$ cat config.mk
export PLATFORM = sky130hd
export DESIGN_NAME = modulator
export DESIGN_NICKNAME = d
export VERILOG_FILES = /design/src/rtl/modulator_pkg.sv /design/src/rtl/modulator_carrier_lut.sv /design/src/rtl/modulator.sv
export SDC_FILE = /design/constraint.sdc
export NUM_CORES = 1
export LEC_CHECK = 0
export ABC_AREA = 0
export CORE_MARGIN = 2
export CORE_UTILIZATION = 50
export CTS_CLUSTER_SIZE = 12
export DETAILED_ROUTE_END_ITERATION = 8
export PLACE_DENSITY = 0.69
export SETUP_SLACK_MARGIN = 0.5
export SYNTH_ARGS = -nofsm -noshare
export SYNTH_HDL_FRONTEND = slang
export SYNTH_SLANG_ARGS = --single-unit
$ cat constraint.sdc
create_clock -name clk -period 7.5 [get_ports clk]
set_clock_uncertainty 0.1 [all_clocks]
set_input_delay 1.5 -clock clk [delete_from_list [all_inputs] [get_ports clk]]
set_output_delay 1.5 -clock clk [all_outputs]
set_load 0.02 [all_outputs]
$ cat src/rtl/modulator_pkg.sv
// Shared constants, types and lookup helpers for the symbol modulator.
// The carrier tables hold one 50 MHz cycle sampled at 500 MHz, scaled to 255.
package modulator_pkg;

  localparam int SAMPLES_PER_SYMBOL = 10;
  localparam int MIDSCALE           = 2048;
  localparam int CNT_W              = 4;

  typedef logic        [CNT_W-1:0] phase_t;
  typedef logic signed [8:0]       lut_t;
  typedef logic signed [2:0]       level_t;

  // Gray-coded amplitude: adjacent codes differ by one level step.
  function automatic level_t gray_level(input logic [1:0] code);
    level_t lvl;
    case (code)
      2'b00:   lvl = -3'sd3;
      2'b01:   lvl = -3'sd1;
      2'b11:   lvl = 3'sd1;
      2'b10:   lvl = 3'sd3;
      default: lvl = 3'sd0;
    endcase
    return lvl;
  endfunction

  function automatic lut_t cos_lut(input phase_t p);
    lut_t v;
    case (p)
      4'd0:    v = 9'sd255;
      4'd1:    v = 9'sd206;
      4'd2:    v = 9'sd79;
      4'd3:    v = -9'sd79;
      4'd4:    v = -9'sd206;
      4'd5:    v = -9'sd255;
      4'd6:    v = -9'sd206;
      4'd7:    v = -9'sd79;
      4'd8:    v = 9'sd79;
      4'd9:    v = 9'sd206;
      default: v = 9'sd0;
    endcase
    return v;
  endfunction

  function automatic lut_t sin_lut(input phase_t p);
    lut_t v;
    case (p)
      4'd0:    v = 9'sd0;
      4'd1:    v = 9'sd150;
      4'd2:    v = 9'sd243;
      4'd3:    v = 9'sd243;
      4'd4:    v = 9'sd150;
      4'd5:    v = 9'sd0;
      4'd6:    v = -9'sd150;
      4'd7:    v = -9'sd243;
      4'd8:    v = -9'sd243;
      4'd9:    v = -9'sd150;
      default: v = 9'sd0;
    endcase
    return v;
  endfunction

endpackage

$ cat src/rtl/modulator_carrier_lut.sv
// Combinational carrier table: phase index 0..9 to signed cos/sin samples.
module carrier_lut
  import modulator_pkg::*;
(
  input  phase_t phase_i,
  output lut_t   cos_o,
  output lut_t   sin_o
);

  // Pure table lookup; out-of-range phases read as zero.
  always_comb begin
    cos_o = cos_lut(phase_i);
    sin_o = sin_lut(phase_i);
  end

endmodule

$ cat src/rtl/modulator.sv
// Symbol modulator: holds a 5-bit symbol for 10 clocks and emits
// 2048 + I*cos + Q*sin as a registered 12-bit offset-binary sample.
module modulator #(
  parameter int DIM0_WIDTH = 2,
  parameter int DIM1_WIDTH = 2,
  parameter int DIM2_WIDTH = 1,
  parameter int ADC_DEPTH  = 12
) (
  input  logic                  clk,
  input  logic                  rst,
  input  logic [DIM0_WIDTH-1:0] x0,
  input  logic [DIM1_WIDTH-1:0] x1,
  input  logic [DIM2_WIDTH-1:0] x2,
  output logic [ADC_DEPTH-1:0]  out_sample
);
  import modulator_pkg::*;

  phase_t                cnt_q, cnt_d;
  logic [DIM0_WIDTH-1:0] sym_i_q, sym_i_d;
  logic [DIM1_WIDTH-1:0] sym_q_q, sym_q_d;
  logic [DIM2_WIDTH-1:0] sym_f_q, sym_f_d;
  logic [ADC_DEPTH-1:0]  out_q, out_d;

  logic                  load_s;
  logic [DIM0_WIDTH-1:0] cur_i_s;
  logic [DIM1_WIDTH-1:0] cur_q_s;
  logic [DIM2_WIDTH-1:0] cur_f_s;
  phase_t                phase_s;
  lut_t                  cos_s, sin_s;
  logic signed [13:0]    lvl_i_s, lvl_q_s, cos_ext_s, sin_ext_s;
  logic signed [13:0]    prod_i_s, prod_q_s, sum_s;

  // Symbol counter and input capture; the load edge uses the live inputs.
  always_comb begin
    load_s  = (cnt_q == 4'd0);
    cnt_d   = 4'd0;
    cur_i_s = sym_i_q;
    cur_q_s = sym_q_q;
    cur_f_s = sym_f_q;
    if (cnt_q == 4'(SAMPLES_PER_SYMBOL - 1)) begin
      cnt_d = 4'd0;
    end else begin
      cnt_d = cnt_q + 4'd1;
    end
    if (load_s) begin
      cur_i_s = x0;
      cur_q_s = x1;
      cur_f_s = x2;
    end else begin
      cur_i_s = sym_i_q;
      cur_q_s = sym_q_q;
      cur_f_s = sym_f_q;
    end
    sym_i_d = cur_i_s;
    sym_q_d = cur_q_s;
    sym_f_d = cur_f_s;
  end

  // Phase index: the 100 MHz carrier steps through the table twice per symbol.
  always_comb begin
    phase_s = cnt_q;
    if (cur_f_s == 1'b0) begin
      phase_s = cnt_q;
    end else if (cnt_q < 4'd5) begin
      phase_s = cnt_q + cnt_q;
    end else begin
      phase_s = cnt_q + cnt_q - 4'd10;
    end
  end

  carrier_lut u_carrier_lut (
    .phase_i (phase_s),
    .cos_o   (cos_s),
    .sin_o   (sin_s)
  );

  // Multiply-add around mid-scale, clamped to the DAC code range.
  always_comb begin
    lvl_i_s   = 14'(gray_level(cur_i_s));
    lvl_q_s   = 14'(gray_level(cur_q_s));
    cos_ext_s = 14'(cos_s);
    sin_ext_s = 14'(sin_s);
    prod_i_s  = lvl_i_s * cos_ext_s;
    prod_q_s  = lvl_q_s * sin_ext_s;
    sum_s     = 14'sd2048 + prod_i_s + prod_q_s;
    out_d     = 12'd0;
    if (sum_s < 14'sd0) begin
      out_d = 12'd0;
    end else if (sum_s > 14'sd4095) begin
      out_d = 12'd4095;
    end else begin
      out_d = sum_s[11:0];
    end
  end

  // State and output registers with synchronous reset to mid-scale.
  always_ff @(posedge clk) begin
    if (rst) begin
      cnt_q   <= 4'd0;
      sym_i_q <= '0;
      sym_q_q <= '0;
      sym_f_q <= '0;
      out_q   <= ADC_DEPTH'(MIDSCALE);
    end else begin
      cnt_q   <= cnt_d;
      sym_i_q <= sym_i_d;
      sym_q_q <= sym_q_d;
      sym_f_q <= sym_f_d;
      out_q   <= out_d;
    end
  end

  assign out_sample = out_q;

endmodule

==> impl_table.tex, run 1 <==
\begin{tabular}{lr}
\hline
Metric & Value \\
\hline
\multicolumn{2}{l}{\textbf{Outcome}} \\
Outcome & finished clean \\
\multicolumn{2}{l}{\textbf{Synthesis}} \\
Most used flip-flop cell after synthesis & dfxtp\_1 \\
Share of synthesized registers carrying an async set or reset & 0\% \\
Synthesized netlist net count & 475 \\
Yosys cell types & 68 \\
Cell types occupying the most area after synthesis & fa\_1 (21\%), ha\_1 (16\%), dfxtp\_1 (12\%) \\
Count of warnings emitted by yosys & 0 \\
Top cell type by total area after synthesis & fa\_1 \\
Seq/Total Area, Yosys & 12.4\% \\
Number of flops mapped to enable cells by yosys & 0 \\
Cell count after synthesis & 391 \\
Top cell type's share of synthesized area & 20.7\% \\
Area of the mapped netlist & 0.00339 mm\^{}2 \\
Register bit total from synthesis & 21 \\
Average cell area after synthesis & 8.67 um\^{}2 \\
\multicolumn{2}{l}{\textbf{Timing}} \\
Remaining max-slew budget at the tightest pin & 42.7\% \\
Setup repair after global routing missed its margin & no \\
FMAX & 147 MHz \\
Hold Fails Final Rpt & 0 \\
Final number of max-transition violations & 0 \\
Period utilisation layout & 90.9\% \\
Time the final worst path needs with I/O delays and setup & 6.82 ns \\
Hold Worst Slack & 0.473 ns \\
Setup TNS & 0 ns \\
Post-route worst setup slack & 0.683 ns \\
Count of final setup violators & 0 \\
Least-Margin Pin Slew & 0.856 ns \\
\multicolumn{2}{l}{\textbf{Setup path}} \\
Arrival time at the worst endpoint & 6.88 ns \\
Launching element type of the critical path & input port \\
Stages on the worst setup path & 27 \\
Path type of the worst setup path & in2reg \\
Data required time of the worst path & 7.56 ns \\
Depth of the worst register-to-register path & 24 \\
Buffer and inverter count on the worst path & 9 \\
Cell type with the highest occurrence count on the critical path & buf\_4 \\
Element type at the critical path end & register \\
Critical-path cell with the highest stage delay & fa\_1 \\
Largest delay share family, worst path & adder cells \\
Largest stage delay, worst path & 0.56 ns \\
Largest fanout of any net on the critical path & 3 \\
\multicolumn{2}{l}{\textbf{Routing}} \\
Vias post-DR & 3,031 \\
DR pass1 iterations & 4 \\
Met3 routed WL & 233 um \\
DRC errors left & 0 \\
Post-route met1 wirelength & 3.67 mm \\
Number of DRC markers in iteration 0 & 124 \\
Uppermost metal layer occupied by signal nets & met4 \\
Met2 routed wirelength & 4.28 mm \\
Number of antenna-violating nets in the routed design & 0 \\
Average routed wire per standard cell & 16.1 um \\
Vias per Instance & 5.77 \\
Total length of routed wires & 8.47 mm \\
\multicolumn{2}{l}{\textbf{Die}} \\
Total I/O pin count & 19 \\
Core outline area & 0.00668 mm\^{}2 \\
Die X & 86.3 um \\
Area of the die & 0.00745 mm\^{}2 \\
Core Rows & 30 \\
Initial cell density of the core & 50.7\% \\
Height of the die & 86.3 um \\
\multicolumn{2}{l}{\textbf{Final layout}} \\
Area delta synth->final & 25.7\% \\
Fraction of final layout cells with drive strength greater than 1 & 24.0\% \\
Number of nets in the finished design & 530 \\
Final antenna diode count & 0 \\
\multicolumn{2}{l}{\textbf{Global route}} \\
Wire length of the first global-routing pass & 14.1 mm \\
Via count of the first global-routing pass & 3,015 \\
Global router's overall resource usage & 23.6\% \\
Maximum number of pins on one net before global-route repair & 22 \\
Initial antenna violation count & 0 \\
GR Overflow Total & 0 \\
\multicolumn{2}{l}{\textbf{Place}} \\
HPWL reported at the end of detailed placement & 6.63 mm \\
Count of buffers from port buffering & 18 \\
Gpl congestion & 0.977 \\
Post-Place Worst Slack & -0.115 ns \\
\multicolumn{2}{l}{\textbf{CTS}} \\
Clock-pin slew on the worst setup and hold paths & 0.09 ns \\
Max H-tree Level & 1 \\
CTS Buffer Depth & 2 \\
TritonCTS clock tree & built \\
CTS sink cnt & 21 \\
Clock latency of the later-clocked register in the worst-skew pair & 0.27 ns \\
Root cell of the clock tree & clkbuf\_8 \\
TritonCTS Buffers & 3 \\
\multicolumn{2}{l}{\textbf{Flow run}} \\
Number of max-capacitance violations reported & 0 \\
\multicolumn{2}{l}{\textbf{Min path}} \\
Tightest Hold Check Type & reg2reg \\
Cell depth of the worst min-delay path & 1 \\
\hline
\end{tabular}
registers in the layout (all words and copies together) (netlist names):
signal      cells
out_sample     12
cnt_q           4
sym_i_q         2
sym_q_q         2
sym_f_q         1
layer usage:
metal | track usage [%] | up-vias
met5 | 0 | -
met4 | 8.81 | 0
met3 | 3.05 | 26
met2 | 39.7 | 67
met1 | 31.1 | 1471
li1 | - | 1467
stage by stage:
| step | std cells | cell area [um^2] | utilization [%] |
|---|---|---|---|
| after global routing | 525 | 4260 | 63.7 |
| after floorplan | 391 | 3410 | - |
| after CTS | 522 | 4130 | 61.9 |
| final | 525 | 4260 | 63.7 |
| after global placement | 510 | 3900 | 58.4 |
| after detailed placement | 510 | 3900 | 58.4 |
final cells by class:
type / count / area, um^2
clock buffer: 3 / 41.3
clock inverter: 1 / 5.00
fill: 544 / 2420
inverter: 44 / 168
multi-input combinational: 310 / 2970
sequential: 21 / 423
tap: 80 / 100
timing repair buffer: 66 / 556
cells by family (layout without fill, tap and decap cells):
| family | count (synthesis) | in the layout | synth area share (%) |
|---|---|---|---|
| AOI/OAI and AO/OA | 91 | 91 | 19.6 |
| xor gates and xnor gates | 20 | 20 | 5.39 |
| adders and majority gates | 77 | 77 | 36.2 |
| buffers and inverters | 60 | 114 | 7.16 |
| DFF | 21 | 21 | 12.4 |
| muxes | 7 | 7 | 2.14 |
| and+or+nand+nor | 115 | 115 | 17.1 |
worst paths after layout:
path	end	start	slack, ns
worst max-delay path	out_sample[11]	x2	0.68
worst min-delay path	cnt_q[0]	cnt_q[0]	0.47
worst max register to register	out_sample[11]	cnt_q[1]	0.88
worst min register to register	cnt_q[0]	cnt_q[0]	0.47
placed cells by master (no fill, tap or decap), types with 3 or more instances in the layout:
| master | synthesis | final |
|---|---|---|
| buf_4 | 2 | 45 |
| inv_1 | 42 | 38 |
| nor2_1 | 40 | 36 |
| ha_1 | 42 | 35 |
| fa_1 | 35 | 34 |
| dfxtp_1 | 21 | 19 |
| nor3_1 | 19 | 18 |
| nand2_1 | 19 | 17 |
| clkdlybuf4s50_1 | 0 | 17 |
| a21oi_1 | 18 | 16 |
| xnor2_1 | 14 | 12 |
| o21ai_0 | 12 | 7 |
| nand3_1 | 6 | 6 |
| ha_4 | 0 | 6 |
| o21a_1 | 5 | 5 |
| o211ai_1 | 5 | 5 |
| mux2i_1 | 5 | 5 |
| xor2_1 | 5 | 5 |
| a21o_1 | 5 | 5 |
| nor2b_1 | 5 | 4 |
| and2_1 | 4 | 4 |
| nand4_1 | 4 | 4 |
| o21ai_1 | 2 | 4 |
| nand2b_1 | 4 | 4 |
| inv_2 | 1 | 4 |
| a211o_1 | 4 | 4 |
| o31ai_4 | 1 | 3 |
| o21bai_1 | 3 | 3 |
| nor2_2 | 1 | 3 |
| o22ai_2 | 0 | 3 |
| a211oi_2 | 1 | 3 |
| clkbuf_8 | 0 | 3 |
synthesized netlist by cell type (2+ instances only):
library cell	instances
a211o_1	4
a211oi_1	3
a21boi_0	2
a21boi_1	2
a21o_1	5
a21oi_1	18
a22oi_1	2
a311oi_1	2
a31oi_1	2
and2_1	4
and3_1	3
buf_2	2
buf_4	2
clkbuf_1	11
dfxtp_1	21
fa_1	35
ha_1	42
inv_1	42
mux2_2	2
mux2i_1	5
nand2_1	19
nand2b_1	4
nand3_1	6
nand4_1	4
nor2_1	40
nor2b_1	5
nor3_1	19
o211ai_1	5
o21a_1	5
o21ai_0	12
o21ai_1	2
o21bai_1	3
o22a_1	2
o22ai_1	3
o311ai_1	2
o31ai_1	2
xnor2_1	14
xor2_1	5
what timing repair did:
item / CTS / global route
endpoints found under the setup margin: 12 / 12
pin swaps: 20 / 16
gates resized for setup: 30 / 27
hold buffers: 0 / 0
buffers inserted: 8 / 3
endpoints found under the hold margin: 0 / 0
Power of run 1 is not shown: default switching activity piles up to over one toggle a cycle in this logic, so the estimate is an artifact.
==> run 2: changes to the inputs <==
--- a/config.mk
+++ b/config.mk
@@ -10,6 +10,7 @@
 export CORE_UTILIZATION = 50
 export CTS_CLUSTER_SIZE = 12
 export DETAILED_ROUTE_END_ITERATION = 8
+export GPL_TIMING_DRIVEN = 0
 export PLACE_DENSITY = 0.69
 export SETUP_SLACK_MARGIN = 0.5
 export SYNTH_ARGS = -nofsm -noshare
==> impl_table.tex, run 2 (synthesized netlist as in run 1, its figures left out) <==
\begin{tabular}{lr}
\hline
Metric & Value \\
\hline
\multicolumn{2}{l}{\textbf{Outcome}} \\
Outcome & finished clean \\
\multicolumn{2}{l}{\textbf{CTS}} \\
TritonCTS Buffers & 3 \\
Clock-pin slew on the worst setup and hold paths & 0.09 ns \\
Max H-tree Level & 1 \\
Root cell of the clock tree & clkbuf\_8 \\
CTS Buffer Depth & 2 \\
TritonCTS clock tree & built \\
CTS sink cnt & 21 \\
Clock latency of the later-clocked register in the worst-skew pair & 0.27 ns \\
\multicolumn{2}{l}{\textbf{Die}} \\
Area of the die & 0.00745 mm\^{}2 \\
Initial cell density of the core & 50.7\% \\
Die X & 86.3 um \\
Total I/O pin count & 19 \\
Core outline area & 0.00668 mm\^{}2 \\
Core Rows & 30 \\
Height of the die & 86.3 um \\
\multicolumn{2}{l}{\textbf{Final layout}} \\
Commonest cells after routing, fill and taps aside & nor2\_1 (38), inv\_1 (37), ha\_1 (36), fa\_1 (34), buf\_4 (24) \\
Commonest non-fill, non-tap cell in the layout & nor2\_1 \\
Final antenna diode count & 0 \\
Fraction of final layout cells with drive strength greater than 1 & 23.1\% \\
Area delta synth->final & 24.5\% \\
Count of non-filler cells in the finished layout & 518 \\
Number of nets in the finished design & 523 \\
Number of flip-flops in the largest register & 12 \\
Filler cell count in the final layout & 577 \\
\multicolumn{2}{l}{\textbf{Global route}} \\
Wire length of the first global-routing pass & 14.1 mm \\
Via count of the first global-routing pass & 3,028 \\
Initial antenna violation count & 0 \\
GR Overflow Total & 0 \\
Global router's overall resource usage & 23.2\% \\
Maximum number of pins on one net before global-route repair & 13 \\
\multicolumn{2}{l}{\textbf{Timing}} \\
FMAX & 144 MHz \\
Time the final worst path needs with I/O delays and setup & 6.93 ns \\
Period utilisation layout & 92.4\% \\
Count of final setup violators & 0 \\
Least-Margin Pin Slew & 0.805 ns \\
Setup repair after global routing missed its margin & yes \\
Setup TNS & 0 ns \\
Remaining max-slew budget at the tightest pin & 44.8\% \\
Hold Fails Final Rpt & 0 \\
Final number of max-transition violations & 0 \\
\multicolumn{2}{l}{\textbf{Min path}} \\
Tightest Hold Check Type & reg2reg \\
Cell depth of the worst min-delay path & 2 \\
\multicolumn{2}{l}{\textbf{Setup path}} \\
Element type at the critical path end & register \\
Cell type with the highest occurrence count on the critical path & fa\_1 \\
Buffer and inverter count on the worst path & 5 \\
Stages on the worst setup path & 24 \\
Arrival time at the worst endpoint & 6.96 ns \\
Largest delay share family, worst path & adder cells \\
Cells along the critical path & buf\_8, nand4bb\_4, o21a\_4, o31ai\_4, inv\_2, ha\_4, nand2\_2, a21boi\_2, o22ai\_2, nor2b\_4, fa\_1, inv\_2, fa\_1, fa\_1, fa\_1, inv\_2, fa\_2, a211oi\_4, o211ai\_1, and4b\_1, a211oi\_4, xor2\_2, buf\_6, nor3\_2 \\
Launching element type of the critical path & input port \\
Worst setup slack for register-to-register paths & 0.70 ns \\
Path type of the worst setup path & in2reg \\
Data required time of the worst path & 7.53 ns \\
Largest stage delay, worst path & 0.54 ns \\
Critical-path cell with the highest stage delay & fa\_1 \\
Depth of the worst register-to-register path & 27 \\
Largest fanout of any net on the critical path & 6 \\
\multicolumn{2}{l}{\textbf{Routing}} \\
DR pass1 iterations & 4 \\
Total length of routed wires & 8.06 mm \\
Vias post-DR & 2,993 \\
Number of DRC markers in iteration 0 & 151 \\
Average routed wire per standard cell & 15.6 um \\
DRC errors left & 0 \\
Vias per Instance & 5.78 \\
Number of antenna-violating nets in the routed design & 0 \\
\multicolumn{2}{l}{\textbf{Place}} \\
Gpl congestion & 0.873 \\
HPWL reported at the end of detailed placement & 6.12 mm \\
Cell total after placement & 489 \\
Count of buffers from port buffering & 18 \\
\multicolumn{2}{l}{\textbf{Flow run}} \\
Number of max-capacitance violations reported & 0 \\
\hline
\end{tabular}
==> run 2: cell count changes in the layout (fill, tap and decap cells not counted), sizes merged <==
cell	change
buf	-16
clkbuf	+9
==> run 2: cell type report <==
type	count	area (um^2)	area share, %
multi-input cells	310	3010	71.4
clock buffers	3	41.3	0.979
repair buffers	43	384	9.10
plain buffers	16	88.8	2.11
well taps	80	100	2.37
inverters	44	165	3.91
clock inverters	1	5.00	0.119
flip-flops and latches	21	420	9.96
==> run 2: worst reg2reg max path, stage by stage (launching register included) <==
cell      delay [ns]
dfxtp_1         0.32
clkbuf_2        0.17
inv_1           0.13
ha_1            0.24
buf_2           0.26
nor2b_2         0.09
o21a_1          0.22
o31ai_4         0.39
inv_2           0.13
ha_4            0.19
nand2_2         0.07
a21boi_2        0.17
o22ai_2         0.09
nor2b_4         0.15
fa_1            0.54
inv_2           0.05
fa_1            0.54
fa_1            0.44
fa_1            0.52
inv_2           0.05
fa_2            0.39
a211oi_4        0.25
o211ai_1        0.18
and4b_1         0.24
a211oi_4        0.24
xor2_2          0.27
buf_6           0.18
nor3_2          0.05
==> run 2: repair_timing <==
item,in CTS,in global routing
resized for setup,47,31
endpoints found under the setup margin,12,12
hold buffers,0,0
pin swaps,28,13
cloned,2,0
setup buffers,17,6
==> run 2: worst paths after layout <==
| kind | startpoint | end |
|---|---|---|
| hold / removal | sym_q_q[0] | sym_q_q[0] |
| setup / recovery | x2 | out_sample[9] |
| hold reg to reg | sym_q_q[0] | sym_q_q[0] |
| setup reg to reg | cnt_q[1] | out_sample[9] |
==> run 2: metal layers <==
metal,GRT usage [%],vias up,wire length [um]
met3,4.00,24,395
met2,39.2,86,4050
li1,-,1448,-
met4,6.96,0,262
met1,30.5,1435,3350
met5,0,-,0
==> run 2: per-stage QoR <==
| step | setup WS (ns) | utilization, % | hold slack [ns] | cell area, um^2 |
|---|---|---|---|---|
| after floorplan | 0.566 | - | 0.410 | 3410 |
| after global placement | -0.608 | 55.2 | 0.528 | 3690 |
| after detailed placement | -0.684 | 55.2 | 0.540 | 3690 |
| after CTS | 0.549 | 60.4 | 0.563 | 4040 |
| after global routing | 0.369 | 63.1 | 0.582 | 4220 |
| final | 0.567 | 63.1 | 0.571 | 4220 |
Power of run 2 is left out for the same reason.
